$ cat src/rtl/mbist_response_analyzer.sv
// MBIST response analyzer: compares memory read data against expected data, counts mismatches and logs failing entries.
// Latency: status and fail_count update on the edge that samples a mismatch; log entries appear on log_valid one cycle after the push.
// Backpressure: log_ready pops the show-ahead fail log; when the log is full, entries are dropped and log_overflow is set. Define MBIST_FAIL_LOG_EN to build the log.
module mbist_response_analyzer #(
    parameter int CAWIDTH  = 4,
    parameter int DWIDTH   = 8,
    parameter int LOGDEPTH = 4,
    parameter int CNTWIDTH = 8
) (
    input  logic                clk,
    input  logic                rst,
    input  logic                test_start,
    input  logic                cmp_valid,
    input  logic [CAWIDTH-1:0]  cmp_addr,
    input  logic [DWIDTH-1:0]   cmp_expected,
    input  logic [DWIDTH-1:0]   cmp_actual,
    input  logic [1:0]          cmp_element,
    input  logic                test_done,
    input  logic                log_ready,
    output logic                log_valid,
    output logic [CAWIDTH-1:0]  log_addr,
    output logic [DWIDTH-1:0]   log_syndrome,
    output logic [1:0]          log_element,
    output logic [CNTWIDTH-1:0] fail_count,
    output logic                status,
    output logic                log_overflow,
    output logic                done
);

    typedef enum logic [1:0] {IDLE, RUN, DRAIN, DONE} state_t;

    state_t                r_state;
    state_t                w_state_nxt;
    logic [CNTWIDTH-1:0]   r_fail_count;
    logic                  r_status;
    logic [DWIDTH-1:0]     w_syndrome;
    logic                  w_mismatch;
    logic                  w_log_empty;

    // A restart in the same cycle wins over any sample, so the sample is discarded.
    assign w_syndrome = cmp_expected ^ cmp_actual;
    assign w_mismatch = (r_state == RUN) && cmp_valid && !test_start && (w_syndrome != '0);

    // Next-state logic; test_start restarts from any state and beats test_done.
    always_comb begin
        w_state_nxt = r_state;
        if (test_start) begin
            w_state_nxt = RUN;
        end else begin
            case (r_state)
                RUN:     if (test_done) w_state_nxt = DRAIN;
                DRAIN:   if (w_log_empty) w_state_nxt = DONE;
                default: w_state_nxt = r_state;
            endcase
        end
    end

    // State register.
    always_ff @(posedge clk or negedge rst) begin
        if (!rst) r_state <= IDLE;
        else      r_state <= w_state_nxt;
    end

    // Saturating fail counter and sticky fail flag, cleared on session start.
    always_ff @(posedge clk or negedge rst) begin
        if (!rst) begin
            r_fail_count <= '0;
            r_status     <= 1'b0;
        end else if (test_start) begin
            r_fail_count <= '0;
            r_status     <= 1'b0;
        end else if (w_mismatch) begin
            r_status <= 1'b1;
            if (r_fail_count != '1) r_fail_count <= r_fail_count + CNTWIDTH'(1);
        end
    end

    assign fail_count = r_fail_count;
    assign status     = r_status;
    assign done       = (r_state == DONE);

`ifdef MBIST_FAIL_LOG_EN
    localparam int PW = $clog2(LOGDEPTH);

    typedef struct packed {
        logic [CAWIDTH-1:0] addr;
        logic [DWIDTH-1:0]  syndrome;
        logic [1:0]         element;
    } log_entry_t;

    log_entry_t  r_mem [LOGDEPTH];
    log_entry_t  w_wr_entry;
    log_entry_t  w_head;
    logic [PW:0] r_wr_ptr;
    logic [PW:0] r_rd_ptr;
    logic        r_overflow;
    logic        w_full;
    logic        w_pop;
    logic        w_push_ok;

    // Extra pointer MSB distinguishes full (MSBs differ) from empty (pointers equal).
    assign w_log_empty = (r_wr_ptr == r_rd_ptr);
    assign w_full      = (r_wr_ptr[PW] != r_rd_ptr[PW]) && (r_wr_ptr[PW-1:0] == r_rd_ptr[PW-1:0]);
    assign w_pop       = !w_log_empty && log_ready;
    assign w_push_ok   = w_mismatch && (!w_full || w_pop);
    assign w_wr_entry  = '{addr: cmp_addr, syndrome: w_syndrome, element: cmp_element};

    // Log pointers and sticky overflow; a full log with a same-cycle pop still accepts the push.
    always_ff @(posedge clk or negedge rst) begin
        if (!rst) begin
            r_wr_ptr   <= '0;
            r_rd_ptr   <= '0;
            r_overflow <= 1'b0;
        end else if (test_start) begin
            r_wr_ptr   <= '0;
            r_rd_ptr   <= '0;
            r_overflow <= 1'b0;
        end else begin
            if (w_push_ok) r_wr_ptr <= r_wr_ptr + (PW+1)'(1);
            if (w_pop)     r_rd_ptr <= r_rd_ptr + (PW+1)'(1);
            if (w_mismatch && w_full && !w_pop) r_overflow <= 1'b1;
        end
    end

    // Entry storage; contents are only observed through a valid read pointer.
    always_ff @(posedge clk) begin
        if (w_push_ok) r_mem[r_wr_ptr[PW-1:0]] <= w_wr_entry;
    end

    // Show-ahead head, forced to zero when empty so reset and idle outputs are clean.
    assign w_head       = w_log_empty ? '0 : r_mem[r_rd_ptr[PW-1:0]];
    assign log_valid    = !w_log_empty;
    assign log_addr     = w_head.addr;
    assign log_syndrome = w_head.syndrome;
    assign log_element  = w_head.element;
    assign log_overflow = r_overflow;
`else
    logic w_unused_log_ins;

    // Without the log there is nothing to drain and the log inputs are don't-care.
    assign w_log_empty      = 1'b1;
    assign w_unused_log_ins = ^{log_ready, cmp_addr, cmp_element};
    assign log_valid        = 1'b0;
    assign log_addr         = '0;
    assign log_syndrome     = '0;
    assign log_element      = '0;
    assign log_overflow     = 1'b0;
`endif

endmodule

$ cat config.mk
export PLATFORM = sky130hd
export DESIGN_NAME = mbist_response_analyzer
export DESIGN_NICKNAME = d
export VERILOG_FILES = /design/src/rtl/mbist_response_analyzer.sv
export SDC_FILE = /design/constraint.sdc
export NUM_CORES = 1
export LEC_CHECK = 0
export ABC_CLOCK_PERIOD_IN_PS = 2150
export CAP_MARGIN = 20
export CORE_MARGIN = 5
export CORE_UTILIZATION = 35
export DETAILED_ROUTE_END_ITERATION = 16
export PLACE_DENSITY = 0.79
export SLEW_MARGIN = 5
export SYNTH_ARGS = -nofsm -noshare
export SYNTH_HDL_FRONTEND = slang
export SYNTH_SLANG_ARGS = --single-unit
$ cat constraint.sdc
create_clock -name clk -period 2.15 [get_ports clk]
set_clock_uncertainty 0.2 [all_clocks]
set_input_delay 0.215 -clock clk [delete_from_list [all_inputs] [get_ports clk]]
set_output_delay 0.215 -clock clk [all_outputs]
set_load 0.03 [all_outputs]
; ---- After elaboration in Yosys (flattened, before gate mapping)
; Index checks and enable logic that the tools add are counted.
[word_totals]
register_bits = 11
in_bits = 28
[classes]
addsub = 1
eq_ne = 5
muxes = 8
bitwise_logic = 1
reduce_logical = 10
[op_table]
columns = op, n
row1 = 8-bit 2-to-1 mux, 3
row2 = 8-bit by 1-bit adder with 8-bit output (second input constant), 1
row3 = 8-bit != test (second input constant), 1
row4 = 8-bit nonzero test, 1
row5 = 8-bit bitwise XOR, 1
row6 = 2-bit equality test (second input constant), 2
row7 = 2-bit 2-to-1 mux, 2
row8 = 2-bit one-hot mux with 2 select lines, 1
row9 = 2-bit AND reduction, 2
row10 = 2-bit nonzero test, 2
row11 = 1-bit logical AND, 3
row12 = 3-bit != test (second input constant), 1
row13 = 3-bit nonzero test, 1
row14 = 2-bit by 1-bit equality test with 1-bit output (second input constant), 1
row15 = 1-bit 2-to-1 mux, 2
row16 = 1-bit zero test, 1

; ---- Depth between registers and ports, before layout
; Gate-level depths: netlist of the first run.
[depth]
depth_word = 6
mapped_depth = 6
ltp_nobuf = 6

; ---- Least setup slack after synthesis of the first run
; No wires, ideal clock.
[synth_timing]
kind = reg-to-reg
startpoint = register r_fail_count[0] (netlist: fail_count[0])
endpoint = register r_fail_count[5] (netlist: fail_count[5])
setup_time_ns = 0.127
arrival_ns = 1.706
required_ns = 1.823
setup_slack_ns = 0.117
stages_incl_launch_ff = 7
path_buffers = 0
path_cell_list = dfrtp_1 ha_1 nand3_1 nor2_2 nor4_2 nand4_1 mux2_1
[synth_between]
elab_chain_cells = 4
elab_cells_between_ends = 7
[synth_rtl]
columns = element, line_no
row1 = "start, declared", 34  ; logic [CNTWIDTH-1:0] r_fail_count;
row2 = "start signal, assigned", 74  ; if (r_fail_count != '1) r_fail_count <= r_fail_count + CNTWIDTH'(1);
row3 = 8-bit by 1-bit adder with 8-bit output, 74
row4 = 8-bit 2-to-1 mux, 74
row5 = 8-bit 2-to-1 mux, 72  ; end else if (w_mismatch) begin
row6 = 8-bit 2-to-1 mux, 69  ; end else if (test_start) begin
; Parallel ways exist; a longest one is shown, timed or not. The select of a mux whose other input is x is not followed.
; A chain may end at the register's enable or synchronous reset.

; ---- Worst setup path in the final report of the first run
; Ends and elaborated chain as after synthesis.

==> results of run 1 <==
==> layer usage <==
metal / up-vias / share of wire [%] / GRT usage, % / routed length [um]
li1: 355 / - / - / -
met1: 335 / 37 / 12.4 / 688
met2: 26 / 56 / 22.7 / 1040
met3: 0 / 7.5 / 5.12 / 139
met4: 0 / 0 / 2.32 / 0
met5: - / 0 / 0 / 0
==> cells in the final DEF (no fill, tap or decap), types with 2 or more instances in the layout <==
cell              n
dfrtp_1          11
nand3_1           5
a31oi_1           2
inv_1             4
xnor2_1           8
a21oi_1           5
o31ai_1           2
nor2_1            9
buf_4             2
nor3_1            2
nor2b_1           2
nand4_1           4
clkbuf_4          3
conb_1           16
clkdlybuf4s50_1  30
nand2_1           4
==> sequential cells by signal (all words and copies together) (netlist names) <==
signal	count
status	1
fail_count	8
r_state	2
==> layout make-up <==
| cell class | instances | area [um^2] | area share (%) |
|---|---|---|---|
| tap | 28 | 35.0 | 3.15 |
| clock buffer | 4 | 26.3 | 2.36 |
| multi-input combinational | 75 | 444 | 40.0 |
| timing repair buffer | 32 | 315 | 28.4 |
| inverter | 4 | 15.0 | 1.35 |
| sequential | 11 | 275 | 24.8 |
==> final timing paths <==
check                              start             to  slack, ns  depth (start not counted)
setup / recovery           fail_count[0]  fail_count[5]       0.15                          6
hold / removal                       rst  fail_count[6]       0.08                          1
setup reg to reg           fail_count[0]  fail_count[5]       0.15                          6
hold reg to reg                   status         status       0.34                          2
max in group asynchronous            rst  fail_count[1]       1.33                          1
min in group clk                  status         status       0.34                          2
==> per-stage QoR <==
step                cells  power, mW  area, um^2  utilization [%]  hold slack [ns]
global route          154      0.549        1110             50.7            0.133
floorplan             107      0.340         858                -           -0.281
CTS                   154      0.527        1110             50.7           0.0942
detailed placement    150      0.386        1080             49.5            0.331
finish                154      0.519        1110             50.7           0.0803
global placement      150      0.382        1080             49.5            0.308
==> power by group <==
group          leakage, nW  total [mW]  switching [mW]  internal (mW)
clock               0.0150       0.138          0.0660         0.0718
combinational        0.285       0.157          0.0895         0.0676
sequential           0.147       0.224         0.00922          0.215
==> cells by family (layout without fill, tap and decap cells) <==
kind of cell / count (synthesis) / after routing / synth area share, %
compound gates: 12 / 12 / 9.36
xor+xnor: 8 / 8 / 8.74
fa+ha+maj: 1 / 1 / 1.56
buf+inv: 21 / 40 / 17.3
flops: 11 / 11 / 34.3
mux: 3 / 3 / 4.06
other cells: 1 / 16 / 0.468
simple gates: 35 / 35 / 24.2
==> worst register-to-register path: stages (launching register included) <==
cell and delay, ns:
dfrtp_1 0.42, ha_1 0.25, nand3_1 0.11, nor2_2 0.07
nor4_2 0.34, nand4_1 0.16, mux2_1 0.34
==> run summary, run 1 <==
Synth async-reset ratio -> 100%
Core Region -> 2190 um^2
Final ANT Viol Nets -> 0
Syn_area_per_cell -> 8.72 um^2
Layout cell share with drive strength beyond 1 -> 10.3%
Worst Tran Pin Value -> 0.501 ns
Post-CTS Resized -> 0
Maximum clock frequency -> 0.499 GHz
Cell Pwr Density -> 467 nW/um^2
Worst vdd ir -> 325 uV
Max cap viols -> 0
Layout Area Growth over Synthesis -> 38.5%
Mapped Cells -> 92
Post-synth top cells -> 16 x buf_4, 11 x dfrtp_1, 9 x nor2_1
Synth Register Bits -> 11
Tmin final -> 2.00 ns
CTS tree -> done
Initial antenna violation count -> 0
Setup violators final -> 0
Critical path's largest stage delay -> 0.42 ns
Slowest stage cell, crit path -> dfrtp_1
Worst path required time -> 2.09 ns
DR pass1 iterations -> 4
Crit. End Element -> register
Setup TNS -> 0 ns
Worst setup SP type -> register
Die W -> 57.9 um
Area contributors post-synth -> dfrtp_1 34%, buf_4 15%, xnor2_1 8.7%, nor2_1 4.2%, a21oi_1 3.1%
Distinct cells, synth -> 31
Diodes inserted -> 0
Outcome -> finished clean
Initial Util -> 36.6%
Worst-Skew Late Latency -> 0.27 ns
CTS sink cnt -> 11
Yosys warnings -> 0
Synth area leader -> dfrtp_1
Most common cell in the netlist -> buf_4
Final hold violation count -> 0
Avg WL per Cell -> 12.1 um
RSZ-0062 raised after global routing -> no
Worst path bufs/invs -> 0
CTS Buffer Depth -> 2
Top cell type's share of synthesized area -> 34.3%
Number of synthesized flops with an enable pin -> 0
Via density -> 4.65
Fill count -> 217
H-tree levels -> 1
First-pass GRT wire length -> 3130 um
Worst hold path class -> input port to async pin
Hold-fix buffers at CTS -> 0
Sequential share of the synthesized area -> 34.3%
Top-Level Pins -> 54
Final WS setup -> 0.148 ns
GRT Overall Usage -> 12.1%
Largest net degree at the start of global routing -> 14
Root Buffer Master -> clkbuf_4
Number of global-route vias before repair -> 715
# Post-CTS Setup Buffers -> 0
Final clock period utilization by the worst path -> 93.1%
Post-Route WL -> 1860 um
DRC viols -> 0
Die extent in y -> 57.9 um
DRT iter0 DRCs -> 9
Worst EP arrival -> 1.95 ns
Final GP Congestion -> 0.862
Most used flip-flop cell after synthesis -> dfrtp_1
GRT overflow -> 0
Crit path max fanout -> 5
Max_slew headroom -> 66.5%
DR vias -> 716
Total CTS buffers -> 3
FP Rows -> 17
Mapped cell area -> 802 um^2
IO Port Bufs -> 30
WS Path Type -> register to register
Reg clk slew, reported paths -> 0.07 ns
Cells along the critical path -> ha_1 -> nand3_1 -> nor2_2 -> nor4_2 -> nand4_1 -> mux2_1
Place WS -> 0.0606 ns
Nets -> 156
Die ar. -> 3350 um^2
Dpl hpwl -> 1590 um
Top delay family on crit path -> simple AND/OR/NAND/NOR gates
Max Slew Vio Count -> 0
Leak Pwr -> 0.447 nW
Note: power is estimated with default switching activity, not from simulation.
==> run 2: changes to the inputs <==
--- a/config.mk
+++ b/config.mk
@@ -7,6 +7,7 @@
 export LEC_CHECK = 0
 export ABC_CLOCK_PERIOD_IN_PS = 2150
 export CAP_MARGIN = 20
+export CORE_ASPECT_RATIO = 1.4
 export CORE_MARGIN = 5
 export CORE_UTILIZATION = 35
 export DETAILED_ROUTE_END_ITERATION = 16
==> run 2 against run 1 <==
Compared with the run above: sequential power about the same; largest power group unchanged; via count up 1.7%; cell count decreased by 3.9%; register-to-register slack is essentially flat; sequential cell count stayed put; non-clock buffer count did not move; clock power increased by 6%; die area is 0.40% higher; global-route usage is 1.5 points lower; sequential share of layout area increased by 0.17 points; clock-buffer cell count unchanged.
==> run summary, run 2 (synthesis gave the netlist of run 1 again) <==
Top delay family on crit path -> simple AND/OR/NAND/NOR gates
GRT overflow -> 0 (unchanged)
Max cap viols -> 0 (unchanged)
Nets -> 156 (unchanged)
Worst setup SP type -> register
Crit. End Element -> register
# Post-CTS Setup Buffers -> 0 (unchanged)
DRC viols -> 0 (unchanged)
GRT Overall Usage -> 10.6% (-1.5 points)
Setup TNS -> 0 ns (unchanged)
Via density -> 4.92 (+5.8%)
Die ar. -> 3360 um^2 (+0.40%)
Maximum clock frequency -> 0.496 GHz (-0.58%)
Worst Tran Pin Value -> 0.521 ns (+0.0196 ns)
Final clock period utilization by the worst path -> 93.7% (+0.55 points)
Post-CTS Resized -> 0 (unchanged)
Layout cell share with drive strength beyond 1 -> 10.3% (unchanged)
Fill count -> 205 (-5.5%)
Routed length on met3 -> 221 um (+59%)
Highest-count cells in the layout ignoring fill and taps -> 30 x clkdlybuf4s50_1, 16 x conb_1, 11 x dfrtp_1
Critical path's largest stage delay -> 0.42 ns (about the same)
Place WS -> 0.0764 ns (+0.0158 ns)
Area of the multi-input gates -> 444 um^2 (unchanged)
Max Slew Vio Count -> 0 (unchanged)
Diodes inserted -> 0 (unchanged)
Hold-fix buffers at CTS -> 0 (unchanged)
RSZ-0062 raised after global routing -> no
Outcome -> finished clean
Initial Util -> 36.8% (+0.23 points)
Die W -> 50.5 um (-13%)
Top-Level Pins -> 54 (unchanged)
Setup violators final -> 0 (unchanged)
Highest routed layer -> met4
FP Rows -> 20 (+3)
Routed met1 length -> 587 um (-15%)
Crit. path cell count -> 6 (unchanged)
Worst path bufs/invs -> 0 (unchanged)
Reg clk slew, reported paths -> 0.07 ns (about the same)
Final ANT Viol Nets -> 0 (unchanged)
Initial antenna violation count -> 0 (unchanged)
DRT iter0 DRCs -> 23 (+14)
Number of global-route vias before repair -> 710 (-0.70%)
R2r endpoint -> fail_count[5]
Worst EP arrival -> 1.97 ns (+0.02 ns)
Total CTS buffers -> 3 (unchanged)
R2R Path Start -> fail_count[0]
Tmin final -> 2.01 ns (+0.0118 ns)
Slowest stage cell, crit path -> dfrtp_1
H-tree levels -> 1 (unchanged)
DR vias -> 728 (+1.7%)
Avg WL per Cell -> 12.4 um (+2.5%)
Met2 wire length -> 981 um (-5.3%)
Die extent in y -> 66.6 um (+15%)
Worst vdd ir -> 225 uV (-31%)
Reg area -> 275 um^2 (unchanged)
CTS sink cnt -> 11 (unchanged)
Commonest non-fill, non-tap cell in the layout -> clkdlybuf4s50_1
Cell Pwr Density -> 478 nW/um^2 (+2.3%)
Root Buffer Master -> clkbuf_4
IO Port Bufs -> 30 (unchanged)
Largest net degree at the start of global routing -> 14 (unchanged)
CTS Buffer Depth -> 2 (unchanged)
WS Path Type -> register to register
Dpl hpwl -> 1540 um (-3.3%)
Leak Pwr -> 0.447 nW (unchanged)
Final hold violation count -> 0 (unchanged)
Reg2reg path depth -> 6 (unchanged)
Final GP Congestion -> 0.847 (-1.8%)
Crit path max fanout -> 5 (unchanged)
Layout Area Growth over Synthesis -> 37.6%
Max_slew headroom -> 65.2% (-1.3 points)
First-pass GRT wire length -> 2770 um (-11%)
Core Region -> 2180 um^2 (-0.63%)
CTS tree -> done
DR pass1 iterations -> 4 (unchanged)
Cells along the critical path -> ha_1 -> nand3_1 -> nor2_2 -> nor4_2 -> nand4_1 -> mux2_1
Worst-Skew Late Latency -> 0.27 ns (about the same)
R2R Setup Slk -> 0.14 ns (about the same)
Worst path required time -> 2.11 ns (+0.02 ns)
Worst hold path class -> input port to async pin
Post-Route WL -> 1840 um (-1.5%)
Number of flip-flops in the largest register -> 8 (unchanged)
Final WS setup -> 0.136 ns (-0.0118 ns)
run 2: stage by stage:
step	hold WS (ns)	util, %	cells	area, um^2	total power [mW]
final	0.0840	50.7	148	1100	0.527
after global routing	0.119	50.7	148	1100	0.555
after CTS	0.0966	50.7	148	1100	0.528
after detailed placement	0.312	49.5	144	1080	0.387
after global placement	0.303	49.5	144	1080	0.383
after floorplan	-0.281	-	107	858	0.340
run 2: where the power goes:
group          switching [mW]  total, mW  internal [mW]
sequential            0.00901      0.224          0.215
combinational          0.0903      0.158         0.0677
clock                  0.0737      0.146         0.0719
run 2: how the worst max path moves through the flow:
stage | start | end | slack, ns
after CTS | fail_count[0] | fail_count[5] | 0.14
final | fail_count[0] | fail_count[5] | 0.14
after global routing | fail_count[0] | fail_count[5] | 0.02
after floorplan | fail_count[0] | fail_count[5] | 0.12
after global placement | cmp_actual[2] | fail_count[5] | 0.13
after detailed placement | cmp_actual[4] | fail_count[5] | 0.08
run 2: cell type report:
class                   instances  share of cell area [%]
well taps                      22                    2.49
inverters                       4                    1.36
multi-input cells              75                    40.2
repair buffers                 32                    28.6
clock buffers                   4                    2.38
flip-flops and latches         11                    24.9
run 2: layer usage:
metal  global-route usage (%)  vias to the layer above
li1                         -                      353
met1                     9.53                      333
met2                     19.7                       38
met3                     2.46                        4
met4                     7.99                        0
met5                        0                        -
==> run 3: changes to the inputs <==
--- a/config.mk
+++ b/config.mk
@@ -11,7 +11,7 @@
 export CORE_MARGIN = 5
 export CORE_UTILIZATION = 35
 export DETAILED_ROUTE_END_ITERATION = 16
-export PLACE_DENSITY = 0.79
+export PLACE_DENSITY = 0.9
 export SLEW_MARGIN = 5
 export SYNTH_ARGS = -nofsm -noshare
 export SYNTH_HDL_FRONTEND = slang
==> run 3 against run 2 <==
Compared with the run above: sequential share of layout area grew 0.17 points; critical path depth did not move; die area is the same; sequential power hardly changed.
==> run summary, run 3 (synthesis gave the netlist of run 1 again) <==
Die W -> 50.5 um (unchanged)
Post-layout util -> 50.3% (-0.34 points)
H-tree levels -> 1 (unchanged)
Final GP Congestion -> 0.752 (-11%)
Busiest layer in global routing -> met2
Leak Pwr -> 0.442 nW (-1.0%)
Layout cell share with drive strength beyond 1 -> 9.60% (-0.72 points)
Total CTS buffers -> 3 (unchanged)
Finished Layout Cells -> 147 (-0.68%)
Overall Power -> 0.528 mW (+0.13%)
Number of global-route vias before repair -> 701 (-1.3%)
Worst-Skew Late Latency -> 0.28 ns (about the same)
# Post-CTS Setup Buffers -> 0 (unchanged)
Worst Tran Pin Value -> 0.508 ns (-0.0127 ns)
DR vias -> 730 (+0.27%)
DRC viols -> 0 (unchanged)
CTS sink cnt -> 11 (unchanged)
Tmin final -> 2.00 ns (-0.0107 ns)
Max Slew Vio Count -> 0 (unchanged)
Final hold violation count -> 0 (unchanged)
Slowest stage cell, crit path -> dfrtp_1
Place WS -> 0.0856 ns (+0.00926 ns)
Dpl hpwl -> 1480 um (-3.6%)
Max cap viols -> 0 (unchanged)
Commonest non-fill, non-tap cell in the layout -> clkdlybuf4s50_1
GR Layer Usage met3 -> 3.13% (+0.67 points)
CTS Buffer Depth -> 2 (unchanged)
Die ar. -> 3360 um^2 (unchanged)
DRT iter0 DRCs -> 7 (-70%)
Avg WL per Cell -> 12.6 um (+1.8%)
DR pass1 iterations -> 4 (unchanged)
IO Port Bufs -> 30 (unchanged)
Via density -> 4.97 (+0.96%)
Final ANT Viol Nets -> 0 (unchanged)
Final WS setup -> 0.146 ns (+0.0107 ns)
Worst path required time -> 2.12 ns (about the same)
Crit. End Element -> register
Setup violators final -> 0 (unchanged)
Top-Level Pins -> 54 (unchanged)
Design area -> 1100 um^2 (-0.68%)
Met2 usage -> 17.7% (-2.0 points)
First-pass GRT wire length -> 2820 um (+1.8%)
GRT Overall Usage -> 10.8% (+0.13 points)
GRT overflow -> 0 (unchanged)
Post-CTS Resized -> 0 (unchanged)
Placed cells -> 143 (-0.69%)
Nets -> 155 (-0.64%)
Worst EP arrival -> 1.97 ns (about the same)
Outcome -> finished clean
Root Buffer Master -> clkbuf_4
Initial Util -> 36.8% (unchanged)
Hold-fix buffers at CTS -> 0 (unchanged)
Largest net degree at the start of global routing -> 14 (unchanged)
Maximum clock frequency -> 0.499 GHz (+0.53%)
Cell Pwr Density -> 482 nW/um^2 (+0.82%)
CTS tree -> done
Setup TNS -> 0 ns (unchanged)
Hold_ws -> 0.0703 ns (-0.0137 ns)
Worst hold path class -> input port to async pin
Worst setup SP type -> register
Crit path max fanout -> 5 (unchanged)
Core Region -> 2180 um^2 (unchanged)
RSZ-0062 raised after global routing -> no
Met1 Use GR -> 11.0% (+1.5 points)
Number of flip-flops in the largest register -> 8 (unchanged)
Max_slew headroom -> 66.0% (+0.85 points)
Cells along the critical path -> ha_1 -> nand3_1 -> nor2_2 -> nor4_2 -> nand4_1 -> mux2_1
Die extent in y -> 66.6 um (unchanged)
Reg clk slew, reported paths -> 0.07 ns (about the same)
Layout Area Growth over Synthesis -> 36.7%
Post-Route WL -> 1860 um (+1.1%)
Post-DP Area -> 1070 um^2 (-0.70%)
Critical path's largest stage delay -> 0.42 ns (about the same)
Worst vdd ir -> 293 uV (+30%)
Final clock period utilization by the worst path -> 93.2% (-0.50 points)
Diodes inserted -> 0 (unchanged)
WS Path Type -> register to register
Highest-count cells in the layout ignoring fill and taps -> 30 x clkdlybuf4s50_1, 16 x conb_1, 11 x dfrtp_1
Initial antenna violation count -> 0 (unchanged)
FP Rows -> 20 (unchanged)
[run 3: cell count changes in the layout (fill, tap and decap cells not counted), sizes merged]
| cell | delta |
|---|---|
| buf | -1 |
[run 3: power breakdown]
group	switching (mW)	internal (mW)	leakage (nW)
Combinational	0.0892	0.0655	0.281
Sequential	0.00930	0.215	0.147
Clock	0.0770	0.0721	0.0150
[run 3: per-layer routing]
metal	wire length, um	up-vias	part of all wire (%)
met5	0	-	0
met4	44	0	2.4
met3	187	5	10
met1	672	340	36
met2	952	33	51
li1	-	352	-
[run 3: layout make-up]
type / count / area (um^2)
Clock buffer: 4 / 26.3
Fill cell: 217 / 1080
Inverter: 4 / 15.0
Multi-Input combinational cell: 75 / 444
Sequential cell: 11 / 275
Tap cell: 22 / 27.5
Timing Repair Buffer: 31 / 308
[run 3: final timing paths]
path                          startpoint  slack [ns]       endpoint  cells past startpoint
setup / recovery           fail_count[0]        0.15  fail_count[5]                      6
hold / removal                       rst        0.07  fail_count[7]                      1
setup reg to reg           fail_count[0]        0.15  fail_count[5]                      6
hold reg to reg                   status        0.32         status                      2
max in group asynchronous            rst        1.34     r_state[1]                      1
min in group clk                  status        0.32         status                      2
[run 3: critical path, delay by kind of cell (launching register included)]
family | cells | cell delay [ns]
simple gates | 4 | 0.70
flops | 1 | 0.42
mux | 1 | 0.33
fa+ha+maj | 1 | 0.26
